File: src/rtl/vrased_pkg.sv
// Shared constants and types for the VRASED hardware security monitor.
// Region bounds are inclusive, unsigned 16-bit compares with no wrap-around.
package vrased_pkg;

    localparam logic [15:0] SMEM_BASE      = 16'hA000;
    localparam logic [15:0] SMEM_SIZE      = 16'h4000;
    localparam logic [15:0] LAST_SMEM_ADDR = SMEM_BASE + SMEM_SIZE - 16'd2;

    localparam logic [15:0] KMEM_BASE      = 16'h6A00;
    localparam logic [15:0] KMEM_SIZE      = 16'h001F;
    localparam logic [15:0] KMEM_END       = KMEM_BASE + KMEM_SIZE;

    localparam logic [15:0] SDATA_BASE     = 16'h0400;
    localparam logic [15:0] SDATA_SIZE     = 16'h0C00;
    localparam logic [15:0] SDATA_END      = SDATA_BASE + SDATA_SIZE - 16'd1;

    localparam logic [15:0] RESET_HANDLER  = 16'h0000;

    // One kill FSM per rule family; indices into the violation/kill vectors.
    localparam int MON_KEY  = 0;
    localparam int MON_XS   = 1;
    localparam int MON_ROM  = 2;
    localparam int MON_ATOM = 3;
    localparam int MON_DMA  = 4;
    localparam int N_MON    = 5;

    typedef enum logic {
        RUN  = 1'b0,
        KILL = 1'b1
    } mon_state_e;

    function automatic logic in_range(input logic [15:0] addr,
                                      input logic [15:0] lo,
                                      input logic [15:0] hi);
        return (addr >= lo) && (addr <= hi);
    endfunction

endpackage

File: src/rtl/vrased_kill_fsm.sv
// Per-monitor RUN/KILL state machine: a violation latches KILL until the CPU
// is back at the reset handler with no violation in that same cycle.
module vrased_kill_fsm
    import vrased_pkg::*;
(
    input  logic clk,
    input  logic clr_ram,
    input  logic violation,
    input  logic pc_is_reset,
    output logic kill
);

    mon_state_e state, state_next;

    always_ff @(posedge clk or posedge clr_ram) begin
        if (clr_ram) begin
            state <= RUN;
        end else begin
            state <= state_next;
        end
    end

    // NOTE: the default assignment first keeps this block free of inferred latches.
    always_comb begin
        state_next = state;
        case (state)
            RUN:     if (violation) state_next = KILL;
            KILL:    if (pc_is_reset && !violation) state_next = RUN;
            default: state_next = RUN;
        endcase
    end

    assign kill = (state == KILL);

endmodule

File: src/rtl/vrased.sv
// VRASED monitor top: region decoders, previous-PC register and the per-rule
// kill FSMs whose states are OR-ed into the MCU reset request.
module vrased
    import vrased_pkg::*;
(
    input  logic        clk,
    input  logic        clr_ram,
    input  logic [15:0] pc,
    input  logic        data_en,
    input  logic        data_wr,
    input  logic [15:0] data_addr,
    input  logic        dma_en,
    input  logic [15:0] dma_addr,
    input  logic        irq,
    output logic        reset
);

    logic [15:0]      prev_pc;
    logic             in_smem, prev_in_smem;
    logic             data_in_kmem, data_in_sdata, data_in_smem;
    logic             dma_in_kmem, dma_in_sdata;
    logic [N_MON-1:0] violation;
    logic [N_MON-1:0] kill;

    always_ff @(posedge clk or posedge clr_ram) begin
        if (clr_ram) begin
            prev_pc <= RESET_HANDLER;
        end else begin
            prev_pc <= pc;
        end
    end

    assign in_smem       = in_range(pc,        SMEM_BASE,  LAST_SMEM_ADDR);
    assign prev_in_smem  = in_range(prev_pc,   SMEM_BASE,  LAST_SMEM_ADDR);
    assign data_in_kmem  = in_range(data_addr, KMEM_BASE,  KMEM_END);
    assign data_in_sdata = in_range(data_addr, SDATA_BASE, SDATA_END);
    assign data_in_smem  = in_range(data_addr, SMEM_BASE,  LAST_SMEM_ADDR);
    assign dma_in_kmem   = in_range(dma_addr,  KMEM_BASE,  KMEM_END);
    assign dma_in_sdata  = in_range(dma_addr,  SDATA_BASE, SDATA_END);

    assign violation[MON_KEY]  = data_en && data_in_kmem && !in_smem;

    // X_Stack is private to SW-Att, and SW-Att may write nowhere else.
    assign violation[MON_XS]   = (data_en && data_in_sdata && !in_smem) ||
                                 (in_smem && data_en && data_wr && !data_in_sdata);

    assign violation[MON_ROM]  = data_en && data_wr && data_in_smem;

    assign violation[MON_ATOM] = (!prev_in_smem && in_smem && (pc != SMEM_BASE)) ||
                                 (prev_in_smem && !in_smem && (prev_pc != LAST_SMEM_ADDR)) ||
                                 (irq && in_smem);

    assign violation[MON_DMA]  = dma_en && (dma_in_kmem || dma_in_sdata || in_smem);

    for (genvar i = 0; i < N_MON; i++) begin : g_mon
        vrased_kill_fsm u_kill_fsm (
            .clk         (clk),
            .clr_ram     (clr_ram),
            .violation   (violation[i]),
            .pc_is_reset (pc == RESET_HANDLER),
            .kill        (kill[i])
        );
    end

    assign reset = |kill;

endmodule

File: config.mk
export PLATFORM = sky130hd
export DESIGN_NAME = vrased
export DESIGN_NICKNAME = d
export VERILOG_FILES = /design/src/rtl/vrased_pkg.sv /design/src/rtl/vrased_kill_fsm.sv /design/src/rtl/vrased.sv
export SDC_FILE = /design/constraint.sdc
export NUM_CORES = 1
export LEC_CHECK = 0
export CAP_MARGIN = 10
export CORE_MARGIN = 1
export CORE_UTILIZATION = 36
export CTS_CLUSTER_SIZE = 30
export DETAILED_ROUTE_END_ITERATION = 6
export HOLD_SLACK_MARGIN = 0.05
export PLACE_DENSITY = 0.81
export SYNTH_ARGS = -nofsm -noshare
export SYNTH_HDL_FRONTEND = slang
export SYNTH_SLANG_ARGS = --single-unit
File: constraint.sdc
create_clock -name clk -period 1.45 [get_ports clk]
set_input_delay 0.29 -clock clk [delete_from_list [all_inputs] [get_ports clk]]
set_output_delay 0.29 -clock clk [all_outputs]
set_load 0.02 [all_outputs]
## Yosys cells after proc, flatten, opt, wreduce, memory -nomap -nowiden

Index checks and enable logic that the tools add are counted.

| operators by class | value |
|---|---|
| magnitude comparators | 14 |
| eq/ne operators | 2 |
| mux-type cells | 15 |
| bitwise operators | 5 |
| reductions and logical operators | 42 |

Operator list:

| cell | number |
|---|---|
| greater-or-equal comparator 16 bit (second input constant) | 3 |
| less-or-equal comparator 16 bit (second input constant) | 3 |
| greater-or-equal comparator 16 x 11 -> 1 bit (second input constant) | 2 |
| greater-or-equal comparator 16 x 15 -> 1 bit (second input constant) | 2 |
| less-or-equal comparator 16 x 12 -> 1 bit (second input constant) | 2 |
| less-or-equal comparator 16 x 15 -> 1 bit (second input constant) | 2 |
| != test 16 bit (second input constant) | 2 |
| logical AND 1 bit | 27 |
| zero test 16 bit | 1 |
| two-way mux 1 bit | 10 |
| case mux 1 bit (2 select lines) | 5 |
| zero test 1 bit | 8 |
| logical OR 1 bit | 5 |
| inverter 1 bit | 5 |
| OR reduction 5 bit | 1 |

| word-level totals | value |
|---|---|
| register bits after elaboration | 21 |
| input port bits | 54 |
| output and inout port bits | 1 |
| logic and storage cells | 84 |

## Logic depth before layout (Yosys ltp)

| depth | value |
|---|---|
| word-level depth | 11 |
| depth in mapped cells | 5 |
| gate-level depth less buffers | 5 |

## By module

From an unflattened synthesis, not the netlist that was laid out.

| second synthesis, totals | value |
|---|---|
| cells, all modules | 92 |
| area, all modules | 974.7 um^2 |

By module, submodules not included:

| module | instances | cells an instance | area each (um^2) | sequential area each (um^2) |
|---|---|---|---|---|
| vrased | 1 | 72 | 774.5 | 400.4 |
| vrased_kill_fsm | 5 | 4 | 40.0 | 25.0 |

## Worst setup path before layout

Ideal clock, no wire load.

| timing path | value |
|---|---|
| path kind | input to register |
| start | input pc[8] |
| end | register g_mon[1].u_kill_fsm.state |
| setup time | 0.121 ns |
| arrival | 1.242 ns |
| required time | 1.329 ns |
| path slack | 0.087 ns |
| stages on the path | 4 |
| buffers on the path | 0 |
| cell sequence | nor4_1 -> nand4_1 -> or3_4 -> a22o_1 |

| between the ends | value |
|---|---|
| word-level cells in the longest chain between the ends | 10 |
| elaborated cells on any way between the ends | 15 |
| those cells by class | order compare (2); mux (3); reduce/logical (10) |

Ends and longest elaborated chain:

| item | RTL line | source |
|---|---|---|
| start: declaration | vrased.sv:8 | `input logic [15:0] pc,` |
| greater-or-equal comparator 16 bit or less-or-equal comparator 16 bit (tied branches) | vrased_pkg.sv:35 | `return (addr >= lo) && (addr <= hi);` |
| logical AND 1 bit | vrased_pkg.sv:35 |  |
| logical AND 1 bit (3 in a row) | vrased.sv:45 | `(in_smem && data_en && data_wr && !data_in_sdata);` |
| logical OR 1 bit | vrased.sv:44 | `assign violation[MON_XS] = (data_en && data_in_sdata && !in_smem) \|\|` |
| zero test 1 bit | vrased_kill_fsm.sv:28 | `KILL: if (pc_is_reset && !violation) state_next = RUN;` |
| logical AND 1 bit | vrased_kill_fsm.sv:28 |  |
| two-way mux 1 bit | vrased_kill_fsm.sv:28 |  |
| case mux 1 bit (2 select lines) * | vrased_kill_fsm.sv:26 | `case (state)` |
| via g_mon[1].u_kill_fsm.state_next | vrased_kill_fsm.sv:13 | `mon_state_e state, state_next;` |
| end signal: assignment | vrased_kill_fsm.sv:19 | `state <= state_next;` |
| end: declaration | vrased_kill_fsm.sv:13 |  |

Mark *: on every way through the listed nets, which the timed path passes. The rest lies on a longest branch.

## Final worst setup path

Ends and elaborated chain as after synthesis.

==> flow_summary.toml <==
[floorplanning]
core-area_um2 = 2280
fp.dieArea_um2 = 2700
die_width_um = 51.9
num_io_pins = 55
initial_utilization_pct = 39.4
placementRows = 17
die_height_um = 51.9

[synthesis]
synth_net_count = 138
synth_seq_area_share_pct = 58.6
synth-edff-count = 0
synth-main-ff-cell = "sky130_fd_sc_hd__dfrtp_1"
yosysUniqueCellTypes = 21
avgSynthCellArea_um2 = 10.7
yosysWarningCount = 0
synth_area_um2 = 897
postSynthCellCount = 84
synth_seq_cells = 21
synth_async_sr_flop_share_pct = 100

[sta]
setup_viol = 4
period_share_pct = 106
slew_violations = 0
holdWs_ns = 0.117
min_period_ns = 1.54
hold_viol = 0
timing.setup.tns_ns = -0.181
worst_slew_margin_rel_pct = 74.8
worst_slew_pin_slew_ns = 0.373
max_freq_mhz = 649
finClkSkew_ns = 0.0107
fin_ws_ns = -0.0900

[clock_network]
insertion_delay_ns = 0.30
cts.path.max_buffers = 2
clock_sink_count = 21
cts_max_level = 1
post_cts_hold_buffer_count = 0
tritoncts_clock_tree = "yes"
cts_root_buf = "sky130_fd_sc_hd__clkbuf_4"
cts_made_buffers = 3
clk_pin_slew_worst_paths_ns = 0.12

[final_layout]
finish.net_count = 200
finish.instance_area_um2 = 1520
filler_cell_count = 165
post_layout_nonfiller_instances = 173
flow.area_growth_from_synthesis_pct = 69.9
post_route_cells_drive_above_1_share_pct = 15.2
antennaDiodeCount = 0

[grt]
pin_count_of_the_biggest_net_entering_global_routing = 22
grt_pass1_wl_um = 3820
grtUsageTotal_pct = 19.6
antenna_violations_before_repair = 0
grt-ovfl-total = 0
number_of_global_route_vias_before_repair = 912

[route]
route.antenna.remaining_nets = 0
drt-wirelength-per-cell_um = 13.8
route.detailed.vias_per_inst = 5.21
route.vias.total = 902
detail_route.wirelength_um = 2380
drt-pass1-iter-count = 3
first_iter_violations = 4
drc_errors = 0

[power]
power.leakage_uw = 0.000623
peakVddDrop_mv = 0.584
power_per_cell_area_nw_per_um2 = 739
post-layout-total-power_uw = 1130

[placement]
gpl.final_weighted_congestion = 0.808
post_dp_cell_area_um2 = 1480
port_buffers = 49
dpl.hpwl_um = 1900
count_of_placed_standard_cells_including_taps = 168

[critical_path]
critical_path_required_ns = 1.65
crit_path_cell_trace = "dlygate4sd2_1, nor4_2, nand4_1, or3_4, a22o_1"
worstSetupPathType = "input port to register"
endpoint_class_of_the_critical_path = "register"
critPathBufInv = 1
critPathMaxStageDelay_ns = 0.39
crit_slowest_cell = "sky130_fd_sc_hd__or3_4"
crit_family = "simple AND/OR/NAND/NOR gates"
worst-endpoint-arrival_ns = 1.74
path_max_fanout = 5
timing.critical_path.from_type = "input port"

[status]
status = "finished, violations left"
failed_checks = "setup timing"

[worst_hold_path]
hold_path.class = "input port to register"

[job]
drv_cap = 0
[per-stage QoR]
| step | util [%] | setup WS (ns) |
|---|---|---|
| 6_report | 67.0 | -0.0900 |
| 5_1_grt | 67.0 | -0.102 |
| 4_1_cts | 66.2 | 0.000372 |
| 3_5_place_dp | 64.8 | -0.538 |
| 3_3_place_gp | 64.8 | -0.489 |
| 2_1_floorplan | - | 0.0869 |
[repair_timing]
item / CTS / global route
endpoints found under the setup margin: 6 / 5
pin swaps: 7 / 8
gates resized for setup: 25 / 6
setup buffers: 0 / 1
[synthesized netlist by cell type (all sizes together) (2+ instances only)]
library cell | n | share of area (%)
dfrtp | 21 | 59
nand2 | 14 | 5.9
nor4 | 9 | 7.7
nand4 | 8 | 5.6
nor2 | 7 | 2.9
nand3 | 4 | 2.2
o21ai | 4 | 2.2
inv | 2 | 0.84
mux2i | 2 | 2.2
nor3 | 2 | 1.1
o311ai | 2 | 2.0
xor2 | 2 | 2.0
[worst register-to-register path: stages, from the launching register on]
cell	delay [ns]
sky130_fd_sc_hd__dfrtp_1	0.41
sky130_fd_sc_hd__xor2_1	0.16
sky130_fd_sc_hd__nand2_1	0.10
sky130_fd_sc_hd__a211o_1	0.28
sky130_fd_sc_hd__o311ai_0	0.12
sky130_fd_sc_hd__o311ai_1	0.16
[cell usage in the layout, fill, tap and decap left out, drive strengths merged]
cell type,instances
xor2,2
nor4bb,1
o21ai,4
nor2,7
a31oi,1
nor3,2
a21boi,1
nand4,8
o311ai,2
mux2i,2
nand2,14
inv,2
clkdlybuf4s50,34
nor4b,1
nor4,9
nand3,4
clkbuf,5
or3,1
dfrtp,21
a22o,1
dlygate4sd2,6
dlymetal6s2s,2
clkdlybuf4s15,5
buf,9
a211o,1
[area by class of cell]
| type | instances | area, um^2 | share of cell area, % |
|---|---|---|---|
| Timing Repair Buffer | 57 | 539 | 35.4 |
| Sequential cell | 21 | 526 | 34.5 |
| Multi-Input combinational cell | 61 | 390 | 25.6 |
| Tap cell | 28 | 35.0 | 2.30 |
| Clock buffer | 4 | 26.3 | 1.72 |
| Inverter | 2 | 7.51 | 0.493 |
[power by group]
part	internal [uW]	leakage, uW	switching (uW)
clock	107	0.0000150	179
combinational	138	0.000372	79.3
sequential	611	0.000236	11.0
[worst paths after layout]
path                                             to                     start  slack, ns  depth (start not counted)
max in group asynchronous                prev_pc[4]                   clr_ram       0.94                          3
min                                      prev_pc[1]                     pc[1]       0.12                          1
min reg2reg                g_mon[4].u_kill_fsm.kill  g_mon[4].u_kill_fsm.kill       0.50                          2
max reg2reg                g_mon[3].u_kill_fsm.kill               prev_pc[14]       0.10                          5
min in group asynchronous                prev_pc[8]                   clr_ram       0.29                          3
max                        g_mon[1].u_kill_fsm.kill                     pc[8]      -0.09                          5
[metal layers]
metal  share of wire, %  track usage, %  vias up  routed length [um]
met1                 40            22.4      425                 956
met5                  0               0        -                   0
met2                 54            34.4       31                1280
met4                2.0            8.56        0                  48
met3                3.9            4.39        6                  92
li1                   -               -      440                   -
[state kept, by name, summed over array words and instances, names as in the netlist]
signal,cells
prev_pc,16
g_mon.u_kill_fsm.kill,5
[cell families after synthesis]
logic type | count (synthesis) | synth area share, %
and+or+nand+nor | 47 | 28.7
DFF | 21 | 58.6
AOI/OAI and AO/OA | 10 | 7.67
xor gates and xnor gates | 2 | 1.95
muxes | 2 | 2.23
buffers and inverters | 2 | 0.837
(Power assumes the default switching activity.)
